==> config.mk <==
export PLATFORM = sky130hd
export DESIGN_NAME = pe_array_seq
export DESIGN_NICKNAME = d
export VERILOG_FILES = /design/src/rtl/pe_array_seq.sv
export SDC_FILE = /design/constraint.sdc
export NUM_CORES = 1
export LEC_CHECK = 0
export CAP_MARGIN = 20
export CORE_MARGIN = 3
export CORE_UTILIZATION = 30
export DETAILED_ROUTE_END_ITERATION = 7
export MAX_ROUTING_LAYER = met4
export PLACE_DENSITY_LB_ADDON = 0.15
export SYNTH_ARGS = -nofsm -noshare
export SYNTH_HDL_FRONTEND = slang
export SYNTH_SLANG_ARGS = --single-unit
==> constraint.sdc <==
create_clock -name clk -period 5.5 [get_ports clk]
set_input_delay 1.1 -clock clk [delete_from_list [all_inputs] [get_ports clk]]
set_output_delay 1.1 -clock clk [all_outputs]
set_load 0.01 [all_outputs]
==> src/rtl/pe_array_seq.sv <==
// Sequencer for an X-by-Y systolic MAC array and its per-row output adders (one tile job).
// Optional perf counters (perf_cycles, perf_jobs) are built when PE_SEQ_PERF_EN is defined.
module pe_array_seq #(
    parameter int unsigned X       = 4,
    parameter int unsigned Y       = 4,
    parameter int unsigned L       = 4,
    parameter int unsigned ADD_LAT = 1,
    parameter int unsigned LW      = 8
) (
    input  logic            clk,
    input  logic            sys_rst,
    input  logic            start,
    output logic            ready,
    input  logic [1:0]      cfg_pe_mode,
    input  logic [LW-1:0]   cfg_len,
    input  logic [1:0]      cfg_m_mode,
    output logic [1:0]      PE_mode,
    output logic [Y-1:0]    new_cal_en,
    output logic [Y-1:0]    new_cal_done,
    output logic [2*X-1:0]  M_adder_mode,
    output logic            rd_en,
    output logic [LW-1:0]   rd_k,
    output logic            busy,
    output logic            done,
    output logic            err_len
`ifdef PE_SEQ_PERF_EN
    ,
    output logic [15:0]     perf_cycles,
    output logic [15:0]     perf_jobs
`endif
);

    typedef enum logic [2:0] {StIdle, StLoad, StFeed, StDrain, StDone} state_e;

    // Y-2 may wrap when Y=1; modular addition with len_q still yields the right last index.
    localparam logic [LW-1:0] FeedOff   = LW'(Y - 2);
    localparam logic [LW-1:0] DrainLast = LW'(X + Y + ADD_LAT - 2);

    state_e          state_q, state_d;
    logic [LW-1:0]   fcnt_q, fcnt_d;
    logic [LW-1:0]   dcnt_q, dcnt_d;
    logic [LW-1:0]   len_q;
    logic [1:0]      pe_mode_q;
    logic [1:0]      mmode_q;
    logic            err_q;
    logic            accept;
    logic            len_ok;

    assign accept = start && (state_q == StIdle);
    assign len_ok = (cfg_len != '0) && (cfg_len <= LW'(L));

    always_ff @(posedge clk or negedge sys_rst) begin
        if (!sys_rst) begin
            state_q   <= StIdle;
            fcnt_q    <= '0;
            dcnt_q    <= '0;
            len_q     <= '0;
            pe_mode_q <= 2'b00;
            mmode_q   <= 2'b00;
            err_q     <= 1'b0;
        end else begin
            state_q <= state_d;
            fcnt_q  <= fcnt_d;
            dcnt_q  <= dcnt_d;
            if (accept) begin
                len_q   <= cfg_len;
                mmode_q <= cfg_m_mode;
                err_q   <= !len_ok;
                // An error job never reaches LOAD, so the array keeps its previous dataflow.
                if (len_ok) pe_mode_q <= cfg_pe_mode;
            end
        end
    end

    always_comb begin
        state_d = state_q;
        fcnt_d  = fcnt_q;
        dcnt_d  = dcnt_q;
        unique case (state_q)
            StIdle: begin
                if (start) state_d = len_ok ? StLoad : StDone;
            end
            StLoad: begin
                fcnt_d  = '0;
                state_d = StFeed;
            end
            StFeed: begin
                if (fcnt_q == len_q + FeedOff) begin
                    dcnt_d  = '0;
                    state_d = StDrain;
                end else begin
                    fcnt_d = fcnt_q + LW'(1);
                end
            end
            StDrain: begin
                if (dcnt_q == DrainLast) state_d = StDone;
                else                     dcnt_d  = dcnt_q + LW'(1);
            end
            StDone:  state_d = StIdle;
            default: state_d = StIdle;
        endcase
    end

    // Outputs are pure decodes of registered state, so they move only on clock edges.
    always_comb begin
        ready        = (state_q == StIdle);
        busy         = (state_q == StLoad) || (state_q == StFeed) || (state_q == StDrain);
        done         = (state_q == StDone);
        err_len      = (state_q == StDone) && err_q;
        PE_mode      = pe_mode_q;
        rd_en        = (state_q == StFeed) && (fcnt_q < len_q);
        rd_k         = rd_en ? fcnt_q : '0;
        new_cal_en   = '0;
        new_cal_done = '0;
        M_adder_mode = '0;
        for (int j = 0; j < Y; j++) begin
            if (state_q == StFeed) begin
                new_cal_en[j]   = (fcnt_q >= LW'(j)) && (fcnt_q < LW'(j) + len_q);
                new_cal_done[j] = (fcnt_q == LW'(j) + len_q - LW'(1));
            end
        end
        for (int i = 0; i < X; i++) begin
            if ((state_q == StDrain) && (dcnt_q >= LW'(i)) && (dcnt_q <= LW'(i + Y - 1))) begin
                M_adder_mode[2*i +: 2] = mmode_q;
            end
        end
    end

`ifdef PE_SEQ_PERF_EN
    logic [15:0] cyc_q;
    logic [15:0] perf_cycles_q;
    logic [15:0] perf_jobs_q;

    always_ff @(posedge clk or negedge sys_rst) begin
        if (!sys_rst) begin
            cyc_q         <= '0;
            perf_cycles_q <= '0;
            perf_jobs_q   <= '0;
        end else begin
            if (accept) begin
                cyc_q <= 16'd1;
            end else if (state_q != StIdle && state_q != StDone) begin
                cyc_q <= cyc_q + 16'd1;
            end
            if (state_q == StDone) begin
                perf_cycles_q <= cyc_q;
                if (perf_jobs_q != 16'hFFFF) perf_jobs_q <= perf_jobs_q + 16'd1;
            end
        end
    end

    assign perf_cycles = perf_cycles_q;
    assign perf_jobs   = perf_jobs_q;
`endif

endmodule
==> metrics.md, run 1 <==
| Metric | Value |
|---|---|
| Status | `finished, final reports clean` |
| Post-layout util | `37.2%` |
| Die height | `116 microns` |
| Starting Density | `31.4%` |
| Fin. Hold Viols | `0` |
| All-Layer GR Usage | `16.5%` |
| Async set-reset flop share out of synthesis | `100%` |
| # fillers | `1,205` |
| Synthesized area per cell | `8.15 sq um` |
| Synth Warn # | `0` |
| Routed WL | `10,400 microns` |
| CP arrival | `3.57 ns` |
| Worst Hold Class | `reg -> reg` |
| Root buf cell | `clkbuf_16` |
| Pre-antenna DRT Iters | `4` |
| Worst slew margin | `46.3%` |
| Core area | `11,700 sq um` |
| Primary FF master, synth | `dfrtp_1` |
| Most frequent cells in the layout | `xnor2_1, clkdlybuf4s50_1, ha_1` |
| Share of layout cells above drive strength 1 | `5.43%` |
| Hold Slack | `0.487 ns` |
| Final Max Tran Viols | `0` |
| Number of global-route vias before repair | `3,298` |
| Cts repair resizes | `0` |
| I/O Buffers | `45` |
| Antenna violations before repair | `0` |
| Yosys top cell area share | `21.9%` |
| GPL Wtd Cong | `0.924` |
| Max Fclk | `214 MHz` |
| Synth Register Bits | `32` |
| Fin Setup TNS | `0 ns` |
| Number of remaining DRC errors | `0` |
| Post-detail-place hpwl | `7960 microns` |
| Clock Tree Buf Depth | `2` |
| Synth Instances | `449` |
| Post-CTS Setup Inserts | `0` |
| Final worst slack | `0.828 ns` |
| Yosys top cell by area | `dfrtp_1` |
| LEAKAGE | `0.00178 uW` |
| Initial DRC Count | `128` |
| CP Class | `reg -> out` |
| Post-Syn Nets | `508` |
| Layout area overhead | `18.6%` |
| Commonest non-fill, non-tap cell in the layout | `xnor2_1` |
| CP required | `4.40 ns` |
| Clock transition at path regs | `0.05 ns` |
| Clk sink count | `32` |
| RSZ-0062 raised after global routing | `false` |
| Vias per cell | `5.32` |
| Worst clock skew | `0.00789 ns` |
| Worst-Margin Slew | `0.806 ns` |
| Final setup vio count | `0` |
| Fin crit period | `4.67 ns` |
| Placed cells | `614` |
| Clock Latency Late Sink | `0.28 ns` |
| Nets | `537` |
| Via count | `3,307` |
| P per Cell Area | `517 nW/um^2` |
| Period utilisation layout | `85.0%` |
| Crit start category | `flip-flop` |
| Maximum vdd ir drop | `0.201 mV` |
| Diode count | `0` |
| Post-synthesis cell type count | `59` |
| WL/cell | `16.8 microns` |
| H-Tree Depth | `2` |
| Seq/Total Area, Yosys | `21.9%` |
| Total gr overflow | `0` |
| Synth Cell Area | `3660 sq um` |
| First-pass GRT wire length | `17,200 microns` |
| Max-cap violations | `0` |
| TritonCTS buffer count | `5` |
| Crit-path max FO | `17` |
| EDFF count, synth | `0` |
| Cell Rows | `39` |
| Fin cells | `622` |
| Largest net degree at the start of global routing | `33` |
| Die area | `13,600 sq um` |
| Post-CTS Hold Buffers | `0` |
| Place WS | `1.16 ns` |
| Top Ports | `46` |
| Area contributors post-synth | `dfrtp_1, ha_1, xnor2_1` |
| Worst setup EP type | `primary output` |
| CTS tree | `done` |
| Die Width | `116 microns` |
| Antenna-violating nets left | `0` |
## critical path: stages, from the launching register on
cell	delay, ns
dfrtp_1	0.67
inv_1	0.19
ha_1	0.29
nand2b_1	0.35
nand2_1	0.14
ha_1	0.31
o21a_1	0.12
o21a_1	0.16
o21ai_0	0.17
a221o_1	0.18
o311a_1	0.18
clkdlybuf4s50_1	0.54
## state kept, by name, indices dropped and copies added (netlist names)
register,cells
state_q,3
mmode_q,2
PE_mode,2
dcnt_q,8
err_q,1
fcnt_q,8
len_q,8
## power by group
part	switching, uW	leakage, uW	internal [uW]
logic	844	0.00129	630
clock network	102	0.0000808	213
registers	156	0.000416	301
total	1100	0.00178	1140
## Yosys cell counts, types with 3 or more instances
cell       instances
xnor2_1           47
ha_1              44
nor2_1            42
nand2_1           35
dfrtp_1           32
o21ai_0           31
nand3_1           23
inv_1             18
nor3_1            12
xor2_1            12
a21oi_1           11
buf_2             11
and3_1            10
clkbuf_1          10
nor2b_1            8
o21a_1             8
nand4_1            7
nor3b_1            7
nor4_1             7
nand2b_1           6
and2_1             5
a2111oi_0          4
buf_4              4
mux2_2             4
o31ai_1            4
a31oi_1            3
or4_1              3
xnor2_2            3
## path summary, 6_finish.rpt
check	from	to	slack [ns]	cells past startpoint
hold / removal	dcnt_q[7]	dcnt_q[7]	0.49	1
max in group asynchronous	sys_rst	len_q[6]	3.96	2
min in group asynchronous	sys_rst	dcnt_q[1]	1.22	2
setup reg to reg	len_q[2]	dcnt_q[6]	2.37	11
setup / recovery	len_q[0]	new_cal_en[3]	0.83	11
hold reg to reg	dcnt_q[7]	dcnt_q[7]	0.49	1
## metrics by stage
stage	power [uW]	cell area, sq um
after floorplan	1530	3660
after global placement	1920	4180
after detailed placement	1920	4180
after CTS	2260	4340
after global routing	2460	4340
final	2250	4340
## cells by family (layout without fill, tap and decap cells)
logic type	Yosys count	count (layout)	share of synthesized area [%]
AOI/OAI and AO/OA	81	81	14.6
muxes	6	6	1.78
and+or+nand+nor	178	178	25.5
xor gates and xnor gates	62	62	15.4
DFF	32	32	21.9
adders and majority gates	44	44	15.0
buffers and inverters	46	76	5.71
## final cells by class
class	instances	area [sq um]	area share (%)
well taps	143	179	4.12
inverters	20	75.1	1.73
repair buffers	48	473	10.9
flip-flops and latches	32	801	18.4
multi-input cells	371	2650	61.0
clock buffers	6	129	2.97
clock inverters	2	35.0	0.807
## layer usage
metal  share of wire [%]  routed length (microns)  global-route usage (%)
met5                   0                        0                       -
met4                0.88                       92                    3.17
met3                 3.8                      392                    1.76
met2                  44                     4580                    24.9
met1                  51                     5360                    24.0
Note: power is estimated with default switching activity, not from simulation.
==> run 2: changes to the inputs <==
clock period = 4.75 ns   (was 5.5 ns; I/O delays follow)
==> run 2 against run 1 <==
Design area grew 1.0%. Clock power grew 18%. Hold slack is essentially flat. Total power grew 17%. Clock skew shrank 0.0023 ns. Utilization grew 0.39 points. Count of clock-buffer cells in the layout shrank 1. Critical path type unchanged. Global-route usage grew 0.056 points. Critical path depth shrank 2.
==> metrics.md, run 2 (synthesis results as in run 1) <==
| Metric | Value |
|---|---|
| H-Tree Depth | `2` |
| Antenna violations before repair | `0` |
| Die area | `13,600 sq um` |
| Routed WL | `10,600 microns` |
| Cell Rows | `39` |
| Max Fclk | `231 MHz` |
| Status | `finished, final reports clean` |
| Worst slew margin | `55.8%` |
| CP Class | `reg -> out` |
| Post-CTS Setup Inserts | `0` |
| WL/cell | `16.9 microns` |
| CP required | `3.80 ns` |
| Max-cap violations | `0` |
| Total gr overflow | `0` |
| Final setup vio count | `0` |
| HP Start | `dcnt_q[7]` |
| Clock Tree Buf Depth | `2` |
| Cts repair resizes | `0` |
| Initial DRC Count | `177` |
| FF-to-FF path depth | `11` |
| Final Max Tran Viols | `0` |
| Root buf cell | `clkbuf_16` |
| # fillers | `1,226` |
| Period utilisation layout | `91.2%` |
| Crit-path max FO | `7` |
| Post-CTS Hold Buffers | `0` |
| Critical R2R Launch | `len_q[2]` |
| I/O Buffers | `45` |
| Worst clock skew | `0.00558 ns` |
| Vias per cell | `5.30` |
| Maximum vdd ir drop | `0.209 mV` |
| Core area | `11,700 sq um` |
| Most frequent cells in the layout | `xnor2_1, clkdlybuf4s50_1, ha_1` |
| Critical Path Sink | `new_cal_en[3]` |
| First-pass GRT wire length | `17,200 microns` |
| Number of global-route vias before repair | `3,208` |
| RR Endpoint | `dcnt_q[7]` |
| GPL Wtd Cong | `0.918` |
| Fin. Hold Viols | `0` |
| Hold path depth | `1` |
| Pre-antenna DRT Iters | `4` |
| TritonCTS buffer count | `5` |
| Clock transition at path regs | `0.06 ns` |
| Starting Density | `31.4%` |
| Post-detail-place hpwl | `8080 microns` |
| Commonest non-fill, non-tap cell in the layout | `xnor2_1` |
| Worst-Margin Slew | `0.664 ns` |
| Number of remaining DRC errors | `0` |
| Power, Total | `2630 uW` |
| Clk sink count | `32` |
| Nets | `542` |
| Fin Setup TNS | `0 ns` |
| LEAKAGE | `0.00180 uW` |
| Largest net degree at the start of global routing | `33` |
| Diode count | `0` |
| All-Layer GR Usage | `16.6%` |
| CTS tree | `done` |
| Worst setup EP type | `primary output` |
| Clock Latency Late Sink | `0.28 ns` |
| Top Ports | `46` |
| P per Cell Area | `599 nW/um^2` |
| Reg2Reg Setup Slack | `1.85 ns` |
| Layout area overhead | `19.9%` |
| Die Width | `116 microns` |
| Worst Hold Class | `reg -> reg` |
| Crit start category | `flip-flop` |
| Die height | `116 microns` |
| Antenna-violating nets left | `0` |
| Critical path launch point | `len_q[1]` |
| RSZ-0062 raised after global routing | `false` |
| Share of layout cells above drive strength 1 | `7.02%` |
| Largest registers | `dcnt_q: 8 flops, fcnt_q: 8 flops, len_q: 8 flops` |
| Fin crit period | `4.33 ns` |
| Via count | `3,326` |
| CP arrival | `3.38 ns` |
[run 2: cell count changes in the layout (fill, tap and decap cells not counted)]
cell / delta
ha_2: +1
dfrtp_2: +1
ha_1: -1
buf_4: +5
clkinvlp_4: +1
dfrtp_1: -1
clkbuf_1: -1
[run 2: worst max-delay path, cell delays in order (launching register included)]
cell	delay, ns
dfrtp_1	0.47
inv_1	0.18
ha_1	0.27
a21oi_1	0.36
nor3_1	0.16
xnor2_1	0.17
ha_1	0.30
a2111oi_0	0.41
o311a_1	0.24
clkdlybuf4s50_1	0.54
[run 2: final cells by class]
| cell class | count | area (sq um) | area share (%) |
|---|---|---|---|
| well taps | 143 | 179 | 4.08 |
| flip-flops and latches | 32 | 802 | 18.3 |
| repair buffers | 53 | 510 | 11.6 |
| clock inverters | 3 | 42.5 | 0.969 |
| clock buffers | 5 | 125 | 2.85 |
| multi-input cells | 371 | 2650 | 60.5 |
| inverters | 20 | 75.1 | 1.71 |
[run 2: worst min path at each step]
stage / to / slack (ns)
after global routing: dcnt_q[7] / 0.50
after detailed placement: dcnt_q[7] / 0.48
after floorplan: dcnt_q[7] / 0.44
after CTS: dcnt_q[7] / 0.49
after global placement: dcnt_q[7] / 0.48
final: dcnt_q[7] / 0.49
[run 2: metrics by stage]
step | cell area [sq um] | setup slack, ns | instances | hold WS (ns) | util (%)
3_5_place_dp | 4220 | 0.593 | 619 | 0.475 | 36.2
6_report | 4390 | 0.417 | 627 | 0.488 | 37.6
4_1_cts | 4380 | 0.232 | 627 | 0.490 | 37.6
2_1_floorplan | 3660 | 1.42 | 449 | 0.436 | -
3_3_place_gp | 4220 | 0.651 | 619 | 0.477 | 36.2
5_1_grt | 4390 | 0.0629 | 627 | 0.503 | 37.6
[run 2: per-layer routing]
metal	track usage [%]	vias to the layer above	routed length, microns
met5	-	-	0
met3	1.97	9	439
met1	24.3	1584	5330
met2	24.4	86	4700
met4	3.40	0	99
li1	-	1647	-
[run 2: where the power goes]
group	internal, uW	switching [uW]	leakage (uW)	total [uW]
clock	246	125	0.0000798	372
combinational	747	1010	0.00131	1760
sequential	350	147	0.000414	497
==> RTL edit 1 (flow settings as in run 1) <==
The option `PE_SEQ_PERF_EN` is turned on by a define.
--- a/src/rtl/pe_array_seq.sv
+++ b/src/rtl/pe_array_seq.sv
@@ -1,5 +1,7 @@
 // Sequencer for an X-by-Y systolic MAC array and its per-row output adders (one tile job).
 // Optional perf counters (perf_cycles, perf_jobs) are built when PE_SEQ_PERF_EN is defined.
+`define PE_SEQ_PERF_EN
+
 module pe_array_seq #(
     parameter int unsigned X       = 4,
     parameter int unsigned Y       = 4,
Check against the original RTL (old outputs only; new: perf_cycles and perf_jobs): equivalent (Yosys induction, for registers that start in step).
==> RTL edit 1 against run 1 <==
Utilization increased by 0.66 points. Sequential cell count increased by 48. Global-route usage decreased by 1.1 points. Worst setup slack got worse by 0.013 ns. Design area increased by 59%. Area after synthesis increased by 54%. Die area increased by 51%. Combinational power decreased by 69%. Wire length increased by 40%. Power decreased by 19%. Critical path type unchanged. Largest cell class unchanged.
==> RTL edit 1: results (changes against run 1) <==
Layout Nets=740 (was 537); XOR/XNOR Fraction of Synth Area=0.144 (was 0.154); met2 wire len=6870 µm (was 4580 µm); first-pass GRT wire length=24600 µm (was 17200 µm); largest net degree at the start of global routing=81 (was 33); max incr delay on CP=0.69 ns (was 0.67 ns); outcome=finished, final reports clean (unchanged); Hold Path Stages=2 (was 1); mux cell area share after synthesis=0.0416 (was 0.0178); met3 WL=583 µm (was 392 µm); Placed Area=6580 µm² (was 4180 µm²); vias in the first global route=4735 (was 3298); syn_nets=676 (was 508); vias per cell=5.10 (was 5.32); Inverters=26 (was 20); layout clock buffer count=9 (was 6); share of cells above drive strength 1=0.0805 (was 0.0543); Clock Skews=0.0133 ns (was 0.00789 ns); crit path DAT=3.59 ns (was 3.57 ns); initial DRC count=245 (was 128); placed cell count=896 (was 614); Cell variety after synth=61 (was 59); top post-synthesis cells by area=dfrtp_1 35%, ha_1 10%, xnor2_1 8.8% (was dfrtp_1 22%, ha_1 15%, xnor2_1 11%); DP Worst Slack=1.19 ns (was 1.16 ns); CTS H-Tree Depth=3 (was 2); Reg2Reg Depth=10 (was 11); multi-input logic portion of the cell area=0.493 (was 0.610); pwr dens=263 nW/µm² (was 517 nW/µm²); Multi-input comb cells=483 (was 371); ClkCell Share=0.0461 (was 0.0377); register area share after synthesis=0.354 (was 0.219); LEAKAGE=2.89 nW (was 1.78 nW); DP HPWL=10900 µm (was 7960 µm); GR Layer Usage met3=0.0306 (was 0.0176); Mean Syn Cell Area=9.20 µm² (was 8.15 µm²); CP top delay family=simple AND/OR/NAND/NOR gates (was compound AO/OA/AOI/OAI gates); adder-cell share of the synthesized area=0.102 (was 0.150); fillers=1858 (was 1205); Seq area share=0.289 (was 0.184); Compound-Gate Fraction of Synth Area=0.0965 (was 0.146); Syn Std Cell Area=5660 µm² (was 3660 µm²); Post-synth top cells=80 x dfrtp_1, 63 x nor2_1, 57 x xnor2_1 (was 47 x xnor2_1, 44 x ha_1, 42 x nor2_1); seq_cells=80 (was 32); Total GRT Usage=0.154 (was 0.165); bufs w/o clock=79 (was 48); Layout Cells excl Fill=912 (was 622); VDD IR-drop max=0.000140 V (was 0.000201 V); GR Layer Usage met1=0.204 (was 0.240); Final GP Congestion=0.875 (was 0.924)
[RTL edit 1: cell types whose count changed in the layout (fill, tap and decap cells not counted), moves of 13 or more]
cell                    run 1  this run
nand4_1                     7        20
dfrtp_1                    32        80
clkdlybuf4s50_1            45        76
nand2_1                    35        49
xor2_1                     12        29
mux2_2                      4        20
nor2_1                     42        63
[RTL edit 1: report_power, final]
group | internal [mW] | switching (mW) | total, mW
Clock | 0.398 | 0.258 | 0.657
Sequential | 0.629 | 0.0718 | 0.701
Combinational | 0.216 | 0.246 | 0.461
[RTL edit 1: final timing paths]
check / from / end / slack (ns)
max: len_q[2] / new_cal_en[1] / 0.81
min: mmode_q[0] / mmode_q[0] / 0.48
max reg2reg: len_q[2] / fcnt_q[7] / 2.25
min reg2reg: mmode_q[0] / mmode_q[0] / 0.48
max in group asynchronous: sys_rst / len_q[5] / 4.29
min in group asynchronous: sys_rst / perf_cycles[12] / 0.61
==> RTL edit 2 (config.mk and constraints of run 1) <==
Made on the original files. The 5 states of `state_e` get a one-hot encoding in 5 bits.
--- a/src/rtl/pe_array_seq.sv
+++ b/src/rtl/pe_array_seq.sv
@@ -30,7 +30,7 @@
 `endif
 );
 
-    typedef enum logic [2:0] {StIdle, StLoad, StFeed, StDrain, StDone} state_e;
+    typedef enum logic [4:0] {StIdle = 5'b00001, StLoad = 5'b00010, StFeed = 5'b00100, StDrain = 5'b01000, StDone = 5'b10000} state_e;
 
     // Y-2 may wrap when Y=1; modular addition with len_q still yields the right last index.
     localparam logic [LW-1:0] FeedOff   = LW'(Y - 2);
Function: same outputs for any inputs over 10 cycles, from zero or initial values and one cycle with sys_rst low; not proved beyond that.
==> RTL edit 2 against run 1 <==
Non-clock buffer count is the same. Die area increased by 3.5%. Utilization down 0.087 points. Area after synthesis up 3.7%. Sequential cell count increased by 2. Power is 13% lower. Largest cell class unchanged. Combinational power is 18% lower. Critical path type unchanged. Worst setup slack worse by 0.22 ns. First-iteration DRC count increased by 71%. Maximum frequency shrank 4.4%. Wire length up 4.0%. Design area up 4.5%.
==> RTL edit 2: results (changes against run 1) <==
DR vias=3408 (was 3307); GR met2 Demand/Resource=0.247 (was 0.249); syn_nets=511 (was 508); Seq power=0.439 mW (was 0.457 mW); wl on met1=5320 µm (was 5360 µm); max incr delay on CP=0.62 ns (was 0.67 ns); DP Worst Slack=1.00 ns (was 1.16 ns); Hold Path Sink=err_q (was dcnt_q[7]); Hold Crit Start=err_q (was dcnt_q[7]); Final GP Congestion=0.916 (was 0.924); Cells after Synth=452 (was 449); Worst R2R Setup Slack=2.05 ns (was 2.37 ns); P_clk=0.307 mW (was 0.315 mW); Clock Skews=0.00272 ns (was 0.00789 ns); Final WS setup=0.612 ns (was 0.828 ns); register area share after synthesis=0.224 (was 0.219); endpoint of the lowest-slack register-to-register path=dcnt_q[0] (was dcnt_q[6]); top post-synthesis cells by area=dfrtp_1 22%, ha_1 14%, xnor2_1 8.8% (was dfrtp_1 22%, ha_1 15%, xnor2_1 11%); Layout Cells excl Fill=653 (was 622); crit path DAT=3.79 ns (was 3.57 ns); 1st-pass router iterations=5 (was 4); Layout Nets=543 (was 537); Total GRT Usage=0.160 (was 0.165); total wire length=10800 µm (was 10400 µm); Hold WS=0.510 ns (was 0.487 ns); VDD IR-drop max=0.000192 V (was 0.000201 V); GR Layer Usage met3=0.0230 (was 0.0176); GR Layer Usage met1=0.224 (was 0.240); first-pass GRT wire length=17900 µm (was 17200 µm); Placed Area=4370 µm² (was 4180 µm²); outcome=finished, final reports clean (unchanged); Hold Path Stages=2 (was 1); Crit Path Max Fanout=22 (was 17); Combinational Power=1.21 mW (was 1.47 mW); Cell variety after synth=58 (was 59); placed cell count=645 (was 614)
-- RTL edit 2: cell count changes after synthesis, moves of 4 or more --
cell	before	now
nor3_1	12	17
nor2_1	42	33
o21ai_0	31	21
a21oi_1	11	18
o211ai_1	0	4
xor2_1	12	17
xnor2_1	47	38
mux2_2	4	14
buf_2	11	7
-- RTL edit 2: final cells by class --
type / instances / area, µm²
clock buffer: 8 / 166
fill: 1329 / 7670
tap: 168 / 210
multi-input combinational: 373 / 2750
timing repair buffer: 48 / 473
sequential: 34 / 852
inverter: 22 / 82.6
-- RTL edit 2: kinds of logic after synthesis --
| kind of cell | count (synthesis) | share of synthesized area |
|---|---|---|
| compound gates | 82 | 0.144 |
| xor+xnor | 59 | 0.147 |
| fa+ha+maj | 44 | 0.145 |
| buf+inv | 45 | 0.0507 |
| flops | 34 | 0.224 |
| mux | 19 | 0.0547 |
| simple gates | 169 | 0.234 |
